[src/rtl/mk_design_param.sv]
// Parametrised two-queue compute block behind EN/RDY method ports.
// Operand pairs queue up, a MODE-selected op fills a result queue, and check pops with a saturating miss count.
module mk_design_param #(
  parameter int WIDTH = 8,
  parameter int DEPTH = 4,
  parameter int MODE  = 0,
  parameter int CNT_W = 8
) (
  input  logic             CLK,
  input  logic             RST,
  input  logic [WIDTH-1:0] start_a,
  input  logic [WIDTH-1:0] start_b,
  input  logic             EN_start,
  output logic             RDY_start,
  input  logic [WIDTH-1:0] result_c,
  output logic [WIDTH-1:0] result,
  output logic             RDY_result,
  input  logic [WIDTH-1:0] check_d,
  input  logic             EN_check,
  output logic             check,
  output logic             RDY_check,
  output logic [CNT_W-1:0] mismatch_count
);

  localparam int AW = $clog2(DEPTH);
  localparam logic [AW-1:0]    PTR_ONE = AW'(1'b1);
  localparam logic [AW:0]      OCC_ONE = (AW+1)'(1'b1);
  localparam logic [AW:0]      OCC_MAX = (AW+1)'(DEPTH);
  localparam logic [CNT_W-1:0] CNT_ONE = CNT_W'(1'b1);
  localparam logic [CNT_W-1:0] CNT_MAX = '1;

  function automatic logic [WIDTH-1:0] op_f(input logic [WIDTH-1:0] a, input logic [WIDTH-1:0] b);
    logic [2*WIDTH-1:0] prod;
    prod = {{WIDTH{1'b0}}, a} * {{WIDTH{1'b0}}, b};
    case (MODE)
      32'sd1:  op_f = a - b;
      32'sd2:  op_f = prod[WIDTH-1:0];
      default: op_f = a + b;
    endcase
  endfunction

  logic [WIDTH-1:0] in_a_r [DEPTH];
  logic [WIDTH-1:0] in_b_r [DEPTH];
  logic [WIDTH-1:0] out_r  [DEPTH];
  logic [AW-1:0]    in_wr_r, in_rd_r, out_wr_r, out_rd_r;
  logic [AW:0]      in_cnt_r, out_cnt_r, in_cnt_nx_s, out_cnt_nx_s;
  logic             in_full_r, in_empty_r, out_full_r, out_empty_r;
  logic [CNT_W-1:0] mis_r;
  logic             enq_s, deq_s, xfer_s, check_s;
  logic [WIDTH-1:0] head_s, result_s;

  assign RDY_start      = !in_full_r;
  assign RDY_result     = !out_empty_r;
  assign RDY_check      = !out_empty_r;
  assign result         = result_s;
  assign check          = check_s;
  assign mismatch_count = mis_r;

  // Handshake qualification, transfer enable and the value methods.
  always_comb begin
    enq_s    = EN_start && !in_full_r;
    deq_s    = EN_check && !out_empty_r;
    // A same-cycle pop frees the slot the transfer writes into.
    xfer_s   = !in_empty_r && (!out_full_r || deq_s);
    head_s   = out_r[out_rd_r];
    result_s = '0;
    check_s  = 1'b0;
    if (!out_empty_r) begin
      result_s = head_s + result_c;
      check_s  = (head_s == check_d);
    end else begin
      result_s = '0;
      check_s  = 1'b0;
    end
  end

  // Next occupancy of both queues from push/pop of the current cycle.
  always_comb begin
    in_cnt_nx_s  = in_cnt_r;
    out_cnt_nx_s = out_cnt_r;
    case ({enq_s, xfer_s})
      2'b10:   in_cnt_nx_s = in_cnt_r + OCC_ONE;
      2'b01:   in_cnt_nx_s = in_cnt_r - OCC_ONE;
      default: in_cnt_nx_s = in_cnt_r;
    endcase
    case ({xfer_s, deq_s})
      2'b10:   out_cnt_nx_s = out_cnt_r + OCC_ONE;
      2'b01:   out_cnt_nx_s = out_cnt_r - OCC_ONE;
      default: out_cnt_nx_s = out_cnt_r;
    endcase
  end

  // Pointers, occupancy, registered full/empty flags and the miss counter.
  always_ff @(posedge CLK) begin
    if (RST) begin
      in_wr_r     <= '0;
      in_rd_r     <= '0;
      out_wr_r    <= '0;
      out_rd_r    <= '0;
      in_cnt_r    <= '0;
      out_cnt_r   <= '0;
      in_full_r   <= 1'b0;
      in_empty_r  <= 1'b1;
      out_full_r  <= 1'b0;
      out_empty_r <= 1'b1;
      mis_r       <= '0;
    end else begin
      if (enq_s)  in_wr_r  <= in_wr_r + PTR_ONE;
      if (xfer_s) in_rd_r  <= in_rd_r + PTR_ONE;
      if (xfer_s) out_wr_r <= out_wr_r + PTR_ONE;
      if (deq_s)  out_rd_r <= out_rd_r + PTR_ONE;
      in_cnt_r    <= in_cnt_nx_s;
      out_cnt_r   <= out_cnt_nx_s;
      in_full_r   <= (in_cnt_nx_s == OCC_MAX);
      in_empty_r  <= (in_cnt_nx_s == '0);
      out_full_r  <= (out_cnt_nx_s == OCC_MAX);
      out_empty_r <= (out_cnt_nx_s == '0);
      if (deq_s && !check_s && (mis_r != CNT_MAX)) mis_r <= mis_r + CNT_ONE;
    end
  end

  // Queue storage; the computed value is written at transfer time.
  always_ff @(posedge CLK) begin
    if (RST) begin
      for (int i = 0; i < DEPTH; i++) begin
        in_a_r[i] <= '0;
        in_b_r[i] <= '0;
        out_r[i]  <= '0;
      end
    end else begin
      if (enq_s) begin
        in_a_r[in_wr_r] <= start_a;
        in_b_r[in_wr_r] <= start_b;
      end
      if (xfer_s) out_r[out_wr_r] <= op_f(in_a_r[in_rd_r], in_b_r[in_rd_r]);
    end
  end

endmodule

[config.mk]
export PLATFORM = sky130hd
export DESIGN_NAME = mk_design_param
export DESIGN_NICKNAME = d
export VERILOG_FILES = /design/src/rtl/mk_design_param.sv
export SDC_FILE = /design/constraint.sdc
export NUM_CORES = 1
export LEC_CHECK = 0
export CORE_MARGIN = 2
export CORE_UTILIZATION = 50
export DETAILED_ROUTE_END_ITERATION = 10
export PLACE_DENSITY = 0.69
export SLEW_MARGIN = 15
export SYNTH_ARGS = -nofsm -noshare
export SYNTH_HDL_FRONTEND = slang
export SYNTH_SLANG_ARGS = --single-unit
export TNS_END_PERCENT = 30
[constraint.sdc]
create_clock -name CLK -period 6.3 [get_ports CLK]
set_input_delay 1.26 -clock CLK [delete_from_list [all_inputs] [get_ports CLK]]
set_output_delay 1.26 -clock CLK [all_outputs]
set_load 0.05 [all_outputs]
==> summary.txt <==
Status -> completed
RSZ-0062 raised after global routing -> false
Internal power -> 2170 µW
Total track usage -> 19.8%
Syn Nets -> 546
Drt drc -> 0
Final Net Count -> 605
HP Class -> register to register
Initial Util -> 50.7%
Max-slew headroom -> 32.7%
Lkg Pwr -> 0.00290 µW
Total negative slack -> 0 ns
Mapped cell area -> 6020 µm²
First DRT Iteration DRCs -> 166
Final setup vio count -> 0
Hold Path Depth -> 2
Die width -> 114 µm
Switching share of power -> 32.1%
Count leader, synth -> edfxtp_1
Post-layout instance area -> 7330 µm²
HPWL after DPL -> 7710 µm
Layout cells sized above 1 -> 11.2%
Gr ovfl total -> 0
Area delta synth->final -> 21.8%
Fin util -> 61.8%
Full die area -> 12900 µm²
Fin crit share -> 85.0%
Worst path arrival time -> 4.10 ns
Wire length per cell -> 16.4 µm
Post-cts resize count -> 0
Post-CTS Hold Fix Bufs -> 0
FFs w/ async S/R, synth -> 0%
Vias in the first global route -> 3944
Post-synth top cells -> 96 x edfxtp_1, 95 x nor2_1, 33 x nand2_1
EDFF count, synth -> 96
DR vias/cell -> 5.40
TritonCTS clock tree -> built
Root buf cell -> clkbuf_16
Largest net degree at the start of global routing -> 32
Yosys cell types -> 44
Clock transition at path regs -> 0.06 ns
DR vias -> 3823
Placed cell area -> 6690 µm²
Sequential power share -> 35.9%
Net load switching power -> 1030 µW
Setup Fix Bufs, Post-CTS -> 0
H-Tree Depth -> 4
Final GP Congestion -> 0.811
Initial antenna violation count -> 0
Clk_lat worst skew -> 0.42 ns
Core area -> 11900 µm²
Top FF cell, synth -> edfxtp_1
Ranking of synthesized cells by area -> edfxtp_1 48%, dfxtp_1 10%, mux4_2 6.0%
Max clock buf depth -> 2
Final hold vios -> 0
Register area share after synthesis -> 57.9%
Fin. max-slew vios -> 0
N_diodes -> 0
I/O Buffers -> 55
CP Capture Type -> output pin
Proportion of power drawn by the clock network -> 33.2%
Yosys warns -> 0
Highest Clock Rate -> 0.187 GHz
Die Span Y -> 114 µm
Clock sink count -> 126
Critical path startpoint category -> register
PD cells -> 436 nW/µm²
WP data required -> 5.04 ns
Syn avg cell area -> 12.3 µm²
Logic pwr share -> 30.9%
Cell taking the most area after synthesis -> edfxtp_1
Num CTS Buffers -> 17
Number of cells on the worst reg-to-reg path -> 9
I/O pins -> 56
DRT Pass-1 Iters -> 5
WS Path Type -> register to output pin
Peak VDD IR -> 0.225 mV
Setup Skew -> 0.0170 ns
Row count -> 40
CP Max Fanout -> 11
Slew @ Worst Pin -> 1.01 ns
Max-Cap Viols -> 0
Synth top area share -> 47.9%
#FFs+latches synth -> 126
Routed WL -> 11600 µm
Final min period -> 5.36 ns
First-pass GRT wire length -> 19400 µm
Post-route ant nets -> 0
Cells after synthesis -> 489
## layout by cell type, fill, tap and decap left out, types with 4 or more instances in the layout
| master | instances |
|---|---|
| fa_1 | 4 |
| a21oi_1 | 15 |
| edfxtp_1 | 96 |
| xor2_1 | 15 |
| mux4_1 | 6 |
| xnor2_1 | 22 |
| mux4_2 | 16 |
| clkdlybuf4s50_1 | 55 |
| and2_1 | 16 |
| a21o_1 | 7 |
| nor3_1 | 7 |
| buf_4 | 4 |
| o21ai_2 | 4 |
| dfxtp_1 | 29 |
| and3_1 | 4 |
| ha_1 | 17 |
| bufinv_16 | 5 |
| nand2_1 | 33 |
| nor2_1 | 95 |
| clkbuf_16 | 17 |
| nor2b_1 | 6 |
| o21ai_0 | 6 |
| inv_1 | 32 |
| mux2i_1 | 9 |
## critical path: stages (launching register included)
cell and delay [ns]:
dfxtp_1 0.66, mux4_1 0.68, ha_1 0.24, fa_1 0.41, a21o_1 0.18, a21o_1 0.19, a21o_1 0.18, a21oi_1 0.17
xor2_1 0.08, nor2_1 0.08, clkdlybuf4s50_1 0.80
## routing by layer
layer  vias up  GRT usage [%]  wire [µm]
met5         -              0          0
met4         0           7.56        196
met3        16           5.63        558
met2       112           34.2       5910
met1      1851           23.5       4970
li1       1844              -          -
## path summary, 6_finish.rpt
path,from,to,slack [ns]
worst max-delay path,register,result[6],0.94
worst min register to register,mismatch_count[7]$_SDFFE_PP0P_,mismatch_count[7]$_SDFFE_PP0P_,0.51
worst max register to register,register,out_r[2][7]$_SDFFCE_PN0P_,2.84
worst min-delay path,mismatch_count[7]$_SDFFE_PP0P_,mismatch_count[7]$_SDFFE_PP0P_,0.51
## area by class of cell
type / count / area [µm²]
Fill cell: 939 / 4530
Sequential cell: 126 / 3480
Multi-Input combinational cell: 311 / 2310
Timing Repair Buffer: 59 / 581
Clock buffer: 18 / 429
Clock inverter: 14 / 214
Tap cell: 147 / 184
Inverter: 33 / 124
## through the flow
step                total power (µW)  cells  worst slack (ns)  hold WS [ns]
floorplan                       1900    489              1.78         0.485
global placement                2120    676              1.08         0.498
detailed placement              2150    676              1.03         0.511
CTS                             3220    708             0.885         0.519
global route                    3370    708             0.691         0.565
finish                          3200    708             0.942         0.513
## registers in the layout, indices dropped and copies added, names as in the netlist, named ones only
signal and count:
in_full_r 1, out_wr_r 2, in_rd_r 2, mismatch_count 8, in_a_r 32, in_b_r 32, out_empty_r 1, in_empty_r 1
in_cnt_r 3, out_r 32, out_rd_r 2, in_wr_r 2, out_cnt_r 3, out_full_r 1
## power groups by stage
stage                     Sequential, µW  Combinational (µW)  Clock, µW
after global routing                1170                1090       1110
final                               1150                 988       1060
after global placement              1160                 959          0
after detailed placement            1170                 987          0
after floorplan                     1110                 790          0
after CTS                           1150                 996       1070
## kinds of logic after synthesis
family                     after synthesis  share of synthesized area (%)
xor gates and xnor gates                37                           5.39
DFF                                    126                           57.9
AOI/OAI and AO/OA                       43                           4.55
muxes                                   31                           10.1
buffers and inverters                   52                           3.93
adders and majority gates               21                           4.87
and+or+nand+nor                        179                           13.3
Note: power is estimated with default switching activity, not from simulation.
